--- config.mk ---
export PLATFORM = sky130hd
export DESIGN_NAME = pie_frame_controller
export DESIGN_NICKNAME = d
export VERILOG_FILES = /design/src/rtl/pie_pkg.sv /design/src/rtl/pie_edge_sync.sv /design/src/rtl/pie_frame_controller.sv
export SDC_FILE = /design/constraint.sdc
export NUM_CORES = 1
export LEC_CHECK = 0
export CAP_MARGIN = 20
export CORE_ASPECT_RATIO = 1.75
export CORE_MARGIN = 3
export CORE_UTILIZATION = 35
export CTS_CLUSTER_SIZE = 10
export DETAILED_ROUTE_END_ITERATION = 8
export GPL_ROUTABILITY_DRIVEN = 0
export MAX_ROUTING_LAYER = met4
export PLACE_DENSITY_LB_ADDON = 0.25
export SKIP_LAST_GASP = 1
export SYNTH_ARGS = -nofsm -noshare
export SYNTH_HDL_FRONTEND = slang
export SYNTH_SLANG_ARGS = --single-unit
--- constraint.sdc ---
create_clock -name clk -period 2.98 [get_ports clk]
set_input_delay 0.298 -clock clk [delete_from_list [all_inputs] [get_ports clk]]
set_output_delay 0.298 -clock clk [all_outputs]
set_load 0.005 [all_outputs]
--- src/rtl/pie_pkg.sv ---
// Shared types for the PIE forward-link frame sequencer: FSM states and error cause codes.
package pie_pkg;

  typedef enum logic [2:0] {
    IDLE,
    DELIM,
    DATA0,
    RTCAL,
    FIRST,
    DATA,
    HOLD
  } pie_state_t;

  localparam logic [1:0] ERR_DELIM = 2'd0;
  localparam logic [1:0] ERR_RTCAL = 2'd1;
  localparam logic [1:0] ERR_SYM   = 2'd2;
  localparam logic [1:0] ERR_OVF   = 2'd3;

endpackage

--- src/rtl/pie_edge_sync.sv ---
// PIE line synchronizer with registered rise/fall pulses; 3 cycles latency (4 with PIE_GLITCH_FILTER_EN).
// No backpressure: one pulse per synchronized edge; the optional majority filter rejects 1-cycle pulses.
module pie_edge_sync (
  input  logic clk,
  input  logic rst,
  input  logic in_pie,
  output logic rise,
  output logic fall
);

  logic s1, s2, line, line_d;

  always_ff @(posedge clk or negedge rst) begin
    if (!rst) begin
      s1 <= 1'b1;
      s2 <= 1'b1;
    end else begin
      s1 <= in_pie;
      s2 <= s1;
    end
  end

`ifdef PIE_GLITCH_FILTER_EN
  logic [1:0] hist;
  logic       filt;

  // 2-of-3 vote over the current and two previous synchronized samples
  always_ff @(posedge clk or negedge rst) begin
    if (!rst) begin
      hist <= 2'b11;
      filt <= 1'b1;
    end else begin
      hist <= {hist[0], s2};
      filt <= (s2 & hist[0]) | (s2 & hist[1]) | (hist[0] & hist[1]);
    end
  end

  assign line = filt;
`else
  assign line = s2;
`endif

  always_ff @(posedge clk or negedge rst) begin
    if (!rst) begin
      line_d <= 1'b1;
      rise   <= 1'b0;
      fall   <= 1'b0;
    end else begin
      line_d <= line;
      rise   <= line & ~line_d;
      fall   <= ~line & line_d;
    end
  end

endmodule

--- src/rtl/pie_frame_controller.sv ---
// PIE frame sequencer: calibrates on delimiter/data-0/RTcal/TRcal, decodes bits, frames ~2*RTcal after last edge.
// Frame held stable on frame_valid until frame_ready; line ignored while held. PIE_GLITCH_FILTER_EN adds input filter.
module pie_frame_controller
  import pie_pkg::*;
#(
  parameter int CNT_W     = 7,
  parameter int DELIM_MIN = 2,
  parameter int DELIM_MAX = 5,
  parameter int RTCAL_MIN = 12,
  parameter int RTCAL_MAX = 20,
  parameter int TRCAL_MAX = 64,
  parameter int MAX_BITS  = 32
) (
  input  logic                          clk,
  input  logic                          rst,
  input  logic                          in_pie,
  input  logic                          frame_ready,
  output logic                          frame_valid,
  output logic [MAX_BITS-1:0]           frame_data,
  output logic [$clog2(MAX_BITS+1)-1:0] frame_len,
  output logic [CNT_W-1:0]              frame_rtcal,
  output logic [CNT_W-1:0]              frame_trcal,
  output logic                          trcal_present,
  output logic                          busy,
  output logic                          err,
  output logic [1:0]                    err_code
);

  localparam int LEN_W = $clog2(MAX_BITS+1);
  localparam logic [CNT_W-1:0] CNT_MAX = '1;

  logic rise, fall;

  pie_edge_sync u_edge_sync (
    .clk    (clk),
    .rst    (rst),
    .in_pie (in_pie),
    .rise   (rise),
    .fall   (fall)
  );

  pie_state_t state, state_nxt;

  logic [CNT_W-1:0]    cnt, rtcal_r, pivot_r, trcal_r;
  logic                trcal_pres_r;
  logic [MAX_BITS-1:0] shreg;
  logic [LEN_W-1:0]    bitcnt;
  logic [CNT_W:0]      two_rtcal;
  logic                timeout, bit_val;
  logic                start, lat_rtcal, lat_trcal, shift_en, done, err_set;
  logic [1:0]          err_cause;

  // Saturation doubles as the timeout when 2*rtcal is beyond the counter range
  assign two_rtcal = {rtcal_r, 1'b0};
  assign timeout   = ({1'b0, cnt} >= two_rtcal) || (cnt == CNT_MAX);
  assign bit_val   = cnt > pivot_r;
  assign busy      = (state != IDLE) && (state != HOLD);

  // Length counter: restarts on every rising edge, and on the delimiter's falling edge
  always_ff @(posedge clk or negedge rst) begin
    if (!rst) begin
      cnt <= '0;
    end else if (rise || (state == IDLE && fall)) begin
      cnt <= CNT_W'(1);
    end else if (cnt != CNT_MAX) begin
      cnt <= cnt + CNT_W'(1);
    end
  end

  always_ff @(posedge clk or negedge rst) begin
    if (!rst) state <= IDLE;
    else      state <= state_nxt;
  end

  always_comb begin
    state_nxt = state;
    start     = 1'b0;
    lat_rtcal = 1'b0;
    lat_trcal = 1'b0;
    shift_en  = 1'b0;
    done      = 1'b0;
    err_set   = 1'b0;
    err_cause = ERR_DELIM;
    case (state)
      IDLE: if (fall) begin
        start     = 1'b1;
        state_nxt = DELIM;
      end
      DELIM: begin
        if (rise) begin
          if (cnt >= CNT_W'(DELIM_MIN) && cnt <= CNT_W'(DELIM_MAX)) begin
            state_nxt = DATA0;
          end else begin
            err_set = 1'b1; err_cause = ERR_DELIM; state_nxt = IDLE;
          end
        end else if (cnt > CNT_W'(DELIM_MAX)) begin
          err_set = 1'b1; err_cause = ERR_DELIM; state_nxt = IDLE;
        end
      end
      DATA0: if (rise) state_nxt = RTCAL;
      RTCAL: if (rise) begin
        if (cnt >= CNT_W'(RTCAL_MIN) && cnt <= CNT_W'(RTCAL_MAX)) begin
          lat_rtcal = 1'b1; state_nxt = FIRST;
        end else begin
          err_set = 1'b1; err_cause = ERR_RTCAL; state_nxt = IDLE;
        end
      end
      // Longer than RTcal here means TRcal; otherwise it is already the first data bit
      FIRST: begin
        if (rise) begin
          if (cnt > rtcal_r) begin
            if (cnt <= CNT_W'(TRCAL_MAX)) begin
              lat_trcal = 1'b1; state_nxt = DATA;
            end else begin
              err_set = 1'b1; err_cause = ERR_SYM; state_nxt = IDLE;
            end
          end else begin
            shift_en = 1'b1; state_nxt = DATA;
          end
        end else if (timeout) begin
          err_set = 1'b1; err_cause = ERR_SYM; state_nxt = IDLE;
        end
      end
      DATA: begin
        if (rise) begin
          if (cnt > rtcal_r) begin
            err_set = 1'b1; err_cause = ERR_SYM; state_nxt = IDLE;
          end else if (bitcnt == LEN_W'(MAX_BITS)) begin
            err_set = 1'b1; err_cause = ERR_OVF; state_nxt = IDLE;
          end else begin
            shift_en = 1'b1;
          end
        end else if (timeout) begin
          if (bitcnt == '0) begin
            err_set = 1'b1; err_cause = ERR_SYM; state_nxt = IDLE;
          end else begin
            done = 1'b1; state_nxt = HOLD;
          end
        end
      end
      HOLD: if (frame_valid && frame_ready) state_nxt = IDLE;
      default: state_nxt = IDLE;
    endcase
  end

  always_ff @(posedge clk or negedge rst) begin
    if (!rst) begin
      rtcal_r       <= '0;
      pivot_r       <= '0;
      trcal_r       <= '0;
      trcal_pres_r  <= 1'b0;
      shreg         <= '0;
      bitcnt        <= '0;
      err           <= 1'b0;
      err_code      <= 2'd0;
      frame_valid   <= 1'b0;
      frame_data    <= '0;
      frame_len     <= '0;
      frame_rtcal   <= '0;
      frame_trcal   <= '0;
      trcal_present <= 1'b0;
    end else begin
      if (start) begin
        trcal_r      <= '0;
        trcal_pres_r <= 1'b0;
        shreg        <= '0;
        bitcnt       <= '0;
      end
      if (lat_rtcal) begin
        rtcal_r <= cnt;
        pivot_r <= cnt >> 1;
      end
      if (lat_trcal) begin
        trcal_r      <= cnt;
        trcal_pres_r <= 1'b1;
      end
      if (shift_en) begin
        shreg  <= {shreg[MAX_BITS-2:0], bit_val};
        bitcnt <= bitcnt + LEN_W'(1);
      end
      err <= err_set;
      if (err_set) err_code <= err_cause;
      if (done) begin
        frame_valid   <= 1'b1;
        frame_data    <= shreg;
        frame_len     <= bitcnt;
        frame_rtcal   <= rtcal_r;
        frame_trcal   <= trcal_r;
        trcal_present <= trcal_pres_r;
      end else if (frame_valid && frame_ready) begin
        frame_valid <= 1'b0;
      end
    end
  end

endmodule

==> results of run 1 <==
## state kept, by name, indices dropped and copies added, names as in the netlist
| signal | count |
|---|---|
| u_edge_sync.s1 | 1 |
| u_edge_sync.line | 1 |
| frame_len | 6 |
| state | 3 |
| frame_data | 32 |
| u_edge_sync.rise | 1 |
| bitcnt | 6 |
| err | 1 |
| cnt | 7 |
| trcal_r | 7 |
| frame_rtcal | 7 |
| trcal_pres_r | 1 |
| err_code | 2 |
| u_edge_sync.fall | 1 |
| frame_valid | 1 |
| trcal_present | 1 |
| shreg | 32 |
| rtcal_r | 7 |
| u_edge_sync.line_d | 1 |
| frame_trcal | 7 |
## cells by family (layout without fill, tap and decap cells)
group / count (synthesis) / count (layout) / share of synthesized area [%]
fa+ha+maj: 23 / 23 / 5.07
buf+inv: 41 / 120 / 3.83
compound gates: 66 / 66 / 7.56
xor+xnor: 3 / 3 / 0.463
simple gates: 193 / 193 / 16.5
flops: 125 / 125 / 55.1
mux: 58 / 58 / 11.5
## power by group through the flow
stage | sequential, µW | combinational (µW) | clock [µW]
finish | 1870 | 729 | 1980
global route | 1880 | 815 | 2140
CTS | 1870 | 736 | 2040
detailed placement | 1900 | 728 | 0
global placement | 1900 | 719 | 0
floorplan | 1830 | 551 | 0
## area by class of cell
cell class / instances / share of cell area [%]
Clock buffer: 18 / 6.07
Clock inverter: 13 / 2.03
Inverter: 13 / 0.690
Multi-Input combinational cell: 343 / 33.2
Sequential cell: 125 / 44.3
Tap cell: 189 / 3.34
Timing Repair Buffer: 76 / 10.4
## worst paths after layout
kind | startpoint | end | slack [ns]
worst max-delay path | cnt[3] | state[2] | 0.48
worst min-delay path | in_pie | u_edge_sync.s1 | 0.29
worst max register to register | cnt[3] | state[2] | 0.48
worst min register to register | u_edge_sync.s1 | u_edge_sync.line | 0.36
max in group asynchronous | rst | u_edge_sync.line_d | 1.70
min in group asynchronous | rst | frame_data[6] | 0.48
## cells in the mapped netlist (2+ instances only)
| master | number |
|---|---|
| a21oi_1 | 14 |
| ha_1 | 23 |
| and4_1 | 2 |
| dfstp_2 | 3 |
| buf_6 | 7 |
| o21ai_0 | 21 |
| nand3b_1 | 5 |
| and3_1 | 3 |
| nand2b_1 | 3 |
| buf_1 | 6 |
| a31oi_1 | 7 |
| nor2b_1 | 5 |
| a21o_1 | 6 |
| inv_1 | 13 |
| mux2_2 | 8 |
| xnor2_1 | 2 |
| dfrtp_1 | 122 |
| nand2_1 | 93 |
| nor2_1 | 9 |
| nor3_1 | 3 |
| buf_2 | 6 |
| or3_1 | 2 |
| clkbuf_1 | 8 |
| o21a_1 | 2 |
| o211ai_1 | 2 |
| nand3_1 | 54 |
| a211oi_1 | 2 |
| mux2_1 | 49 |
| nand4_1 | 4 |
## repair_timing
action / in CTS / in global routing
resized for setup: 0 / 0
endpoints found under the hold margin: 51 / 0
hold buffers: 1 / 0
## per-stage QoR
step           cell area (µm²)  instances  setup WS [ns]  util (%)
4_1_cts                   7080        777          0.501      44.6
3_3_place_gp              6490        745          0.510      40.9
5_1_grt                   7080        777          0.325      44.6
2_1_floorplan             5680        509          0.778         -
6_report                  7080        777          0.475      44.6
3_5_place_dp              6490        745          0.535      40.9
## worst reg2reg max path, cell delays in order, from the launching register on
cell and delay, ns:
dfrtp_1 0.65, ha_1 0.34, a21o_1 0.16, o21ai_0 0.16, o211ai_1 0.17, o311ai_1 0.51, mux2_2 0.40
## per-layer routing
| layer | GRT usage [%] | routed length (µm) | part of all wire (%) | vias up |
|---|---|---|---|---|
| li1 | - | - | - | 1908 |
| met1 | 17.3 | 4920 | 40 | 2028 |
| met2 | 27.4 | 6830 | 55 | 86 |
| met3 | 4.06 | 393 | 3.2 | 15 |
| met4 | 5.97 | 302 | 2.4 | 0 |
| met5 | - | 0 | 0 | - |
==> flow_metrics.env, run 1 <==
export IMPL_ys_async_sr_fraction_pct=100
export IMPL_path_delay_family="compound AO/OA/AOI/OAI gates"
export IMPL_synth_top_area_share_pct=53.7
export IMPL_hold_worst_slack_ns=0.293
export IMPL_crit_slowest_cell="dfrtp_1"
export IMPL_drive_above_1_share_pct=11.4
export IMPL_n_fill_cell=1539
export IMPL_multiInputGateArea_mm2=0.00235
export IMPL_startpoint_type="flop"
export IMPL_finalHoldViolCount=0
export IMPL_cts_tree="yes"
export IMPL_rsz0062_at_grt="no"
export IMPL_tightest_slew_ns=0.717
export IMPL_dp_hpwl_mm=8.72
export IMPL_first_iter_violations=137
export IMPL_p_leak_uw=0.00347
export IMPL_ir_drop_mv=0.398
export IMPL_num_antenna_cells=0
export IMPL_syn_area_mm2=0.00568
export IMPL_synthCells=509
export IMPL_synth_largest_area_cell="dfrtp_1"
export IMPL_die_w_um=102
export IMPL_wire_per_inst_um=16.0
export IMPL_synth_seq_cells=125
export IMPL_critical_path_class="flop to flop"
export IMPL_yosysUniqueCellTypes=54
export IMPL_synthTopCellsByArea="dfrtp_1 (54%), mux2_1 (9.7%), nand2_1 (6.1%)"
export IMPL_routed_via_density=5.20
export IMPL_final_common_cell="dfrtp_1"
export IMPL_drcViolationCount=0
export IMPL_path_clk_slew_ns=0.06
export IMPL_num_rows=61
export IMPL_hold_class="input port to flop"
export IMPL_root_buffer="clkbuf_16"
export IMPL_p_per_area_mw_per_mm2=648
export IMPL_portBuffers=61
export IMPL_hold_depth=1
export IMPL_switchingPower_uw=1290
export IMPL_vias=4037
export IMPL_cp_end_kind="flop"
export IMPL_syn_to_final_growth_pct=24.6
export IMPL_syn_avg_cell_area_um2=11.2
export IMPL_path_cells="ha_1, a21o_1, o21ai_0, o211ai_1, o311ai_1, mux2_2"
export IMPL_power_share_clock_pct=43.3
export IMPL_seq_area_frac_synth_pct=55.1
export IMPL_die_h_um=175
export IMPL_antenna_found_initial=0
export IMPL_dr_pass1_iters=4
export IMPL_finalSetupTns_ns=0
export IMPL_netSwitchingFraction_pct=28.3
export IMPL_postCtsSetupRepairBufs=0
export IMPL_seqPwrFrac_pct=40.8
export IMPL_critical_path_depth=6
export IMPL_grt_pass1_wl_mm=21.5
export IMPL_fin_crit_sh_pct=84.0
export IMPL_grt_overflow_total=0
export IMPL_clockBufferDepth=2
export IMPL_path_buf_inv=0
export IMPL_outcome="finished, final reports clean"
export IMPL_critPathRequiredTime_ns=3.27
export IMPL_synth_edf_count=0
export IMPL_slew_headroom_pct=52.2
export IMPL_cpPeakStageDelay_ns=0.65
export IMPL_coreArea_mm2=0.0159
export IMPL_initial_core_util_pct=35.8
export IMPL_regArea_mm2=0.00313
export IMPL_synthFlopType="dfrtp_1"
export IMPL_grt_start_max_net_pins=56
export IMPL_cts_made_buffers=17
export IMPL_maxCapViolCount=0
export IMPL_fin_crit_ns=2.50
export IMPL_crit_arrival_ns=2.79
export IMPL_p_int_uw=3290
export IMPL_finalPower_uw=4580
export IMPL_ant_nets=0
export IMPL_setup_viol=0
export IMPL_final_cell_mix="dfrtp_1 (122), nand2_1 (93), clkdlybuf4s50_1 (60), nand3_1 (53), mux2_1 (49)"
export IMPL_ios=62
export IMPL_fin_nets=603
export IMPL_dieArea_mm2=0.0179
export IMPL_htreeDepth=4
export IMPL_grtUsageTotal_pct=15.9
export IMPL_insertion_delay_ns=0.41
export IMPL_skew_ns=0.0124
export IMPL_cp_max_fo=13
export IMPL_wl_mm=12.5
export IMPL_grt_pass1_vias=4254
export IMPL_reg2reg_depth=6
export IMPL_synth_fp_nets=536
export IMPL_max_freq_ghz=0.399
export IMPL_clock_sinks=125
export IMPL_pwr_share_comb_pct=15.9
export IMPL_maxSlewViolCount=0
export IMPL_yosysWarnings=0
No activity file was read; power rests on OpenSTA's default activity.
==> inputs of run 2 (changes only) <==
clock period = 2.2 ns   (was 2.98 ns; I/O delays follow)
==> run 2 against run 1 <==
- the run now ends with negative setup slack left
- worst setup slack lost 0.56 ns
- clock power up 48%
- sequential cell count did not move
- via count rose by 7.6%
- global-route usage increased by 0.71 points
- register-to-register slack got worse by 0.56 ns
- count of clock-buffer cells in the layout grew 2
- combinational power is 110% higher
- wire length grew 14%
- largest cell class unchanged
==> flow_metrics.env, run 2 (same netlist as run 1, synthesis figures left out) <==
export IMPL_outcome="finished, violations left"
export IMPL_violations="negative setup slack"
export IMPL_fin_nets=655
export IMPL_slew_headroom_pct=64.5
export IMPL_post_route_cell_area_mm2=0.00799
export IMPL_grt_pass1_vias=4566
export IMPL_num_antenna_cells=0
export IMPL_path_delay_family="simple AND/OR/NAND/NOR gates"
export IMPL_ant_nets=0
export IMPL_routed_via_density=5.23
export IMPL_drive_above_1_share_pct=25.9
export IMPL_multiInputGateArea_mm2=0.00256
export IMPL_max_freq_ghz=0.438
export IMPL_tightest_slew_ns=0.530
export IMPL_critPathRequiredTime_ns=2.49
export IMPL_wl_mm=14.2
export IMPL_p_leak_uw=0.00388
export IMPL_cp_max_fo=12
export IMPL_path_cells="inv_1, ha_2, nor4b_4, nor2b_4, or4_4, nor2b_4, buf_12, buf_12, mux2_1"
export IMPL_coreArea_mm2=0.0159
export IMPL_reg2reg_depth=9
export IMPL_reg_largest_list="frame_data: 32 flops, shreg: 32 flops"
export IMPL_crit_slowest_cell="or4_4"
export IMPL_top_layer="met4"
export IMPL_critical_path_class="flop to flop"
export IMPL_die_h_um=175
export IMPL_placedCellCount=777
export IMPL_grt_overflow_total=0
export IMPL_cts_made_buffers=17
export IMPL_cpPeakStageDelay_ns=0.51
export IMPL_antenna_found_initial=0
export IMPL_crit_arrival_ns=2.57
export IMPL_fin_ws_ns=-0.0824
export IMPL_wl_met3_um=450
export IMPL_regArea_mm2=0.00314
export IMPL_num_rows=61
export IMPL_fin_crit_ns=2.28
export IMPL_hold_depth=1
export IMPL_syn_to_final_growth_pct=40.6
export IMPL_placed_area_mm2=0.00680
export IMPL_n_fill_cell=1412
export IMPL_cp_end_kind="flop"
export IMPL_grtUsageTotal_pct=16.6
export IMPL_finalHoldViolCount=0
export IMPL_path_buf_inv=3
export IMPL_drcViolationCount=0
export IMPL_cts_tree="yes"
export IMPL_clock_sinks=125
export IMPL_maxSlewViolCount=0
export IMPL_ir_drop_mv=0.552
export IMPL_die_w_um=102
export IMPL_dieArea_mm2=0.0179
export IMPL_final_cell_mix="dfrtp_1 (116), nand2_1 (92), clkdlybuf4s50_1 (60), nand3_1 (53), buf_4 (45)"
export IMPL_p_per_area_mw_per_mm2=867
export IMPL_grt_pass1_wl_mm=22.6
export IMPL_skew_ns=0.0123
export IMPL_dp_hpwl_mm=9.03
export IMPL_setup_viol=48
export IMPL_root_buffer="clkbuf_16"
export IMPL_ios=62
export IMPL_insertion_delay_ns=0.42
export IMPL_vias=4345
export IMPL_htreeDepth=4
export IMPL_path_clk_slew_ns=0.06
export IMPL_finalPower_uw=6920
export IMPL_wire_per_inst_um=17.1
export IMPL_layout_cells_non_filler=830
export IMPL_maxCapViolCount=0
export IMPL_grt_start_max_net_pins=54
export IMPL_wl_met1_mm=5.48
export IMPL_wl_met2_mm=7.90
export IMPL_dr_pass1_iters=4
export IMPL_clockBufferDepth=2
export IMPL_startpoint_type="flop"
export IMPL_fin_crit_sh_pct=104
export IMPL_final_common_cell="dfrtp_1"
export IMPL_dp_slack_ns=-0.0942
export IMPL_rsz0062_at_grt="yes"
export IMPL_portBuffers=61
export IMPL_first_iter_violations=157
export IMPL_critical_path_depth=9
export IMPL_hold_class="input port to flop"
export IMPL_initial_core_util_pct=35.8
==> run 2: final timing paths <==
path | start | to | slack [ns]
min | in_pie | u_edge_sync.s1 | 0.21
max in group asynchronous | rst | u_edge_sync.line_d | 1.13
max | bitcnt[0] | frame_data[14] | -0.08
max reg2reg | bitcnt[0] | frame_data[14] | -0.08
min in group asynchronous | rst | cnt[6] | 0.33
min reg2reg | u_edge_sync.s1 | u_edge_sync.line | 0.35
==> run 2: report_power, final <==
group          switching (µW)  internal [µW]
registers                72.9           2380
clock network            1060           1880
logic                     812            719
==> run 2: layer usage <==
layer,track usage (%),vias to the layer above
met3,3.45,29
met5,-,-
met2,27.9,108
met4,7.94,0
met1,18.4,2186
li1,-,2022
==> run 2: worst reg2reg max path: stages (launching register included) <==
cell     delay [ns]
dfrtp_1        0.34
inv_1          0.06
ha_2           0.18
nor4b_4        0.13
nor2b_4        0.13
or4_4          0.51
nor2b_4        0.18
buf_12         0.16
buf_12         0.15
mux2_1         0.34
==> run 2: final cells by class <==
cell class / count / share of cell area (%)
flip-flops and latches: 125 / 39.3
multi-input cells: 343 / 32.1
clock buffers: 20 / 5.84
inverters: 13 / 0.611
clock inverters: 12 / 1.99
well taps: 189 / 2.96
repair buffers: 128 / 17.2
==> run 2: timing repair <==
action	CTS	global route
pin swaps	3	15
gates resized for setup	31	42
buffers inserted	9	6
hold endpoints to repair	33	0
gates cloned	3	3
setup endpoints to repair	85	98
hold buffers	1	0
==> run 2: stage by stage <==
| step | hold WS (ns) | setup TNS (ns) | util [%] |
|---|---|---|---|
| 6_report | 0.213 | -2.49 | 50.3 |
| 5_1_grt | 0.207 | -5.17 | 50.3 |
| 4_1_cts | 0.194 | -1.57 | 48.4 |
| 3_5_place_dp | 0.226 | -3.82 | 42.8 |
| 3_3_place_gp | 0.214 | -2.95 | 42.8 |
| 2_1_floorplan | -0.0756 | -0.0766 | - |
==> inputs of run 3 (changes only) <==
ABC_CLOCK_PERIOD_IN_PS = 2200   (was default)
==> results of run 3 <==
Same layout as run 2: the final DEF is identical, and so are final timing and power.
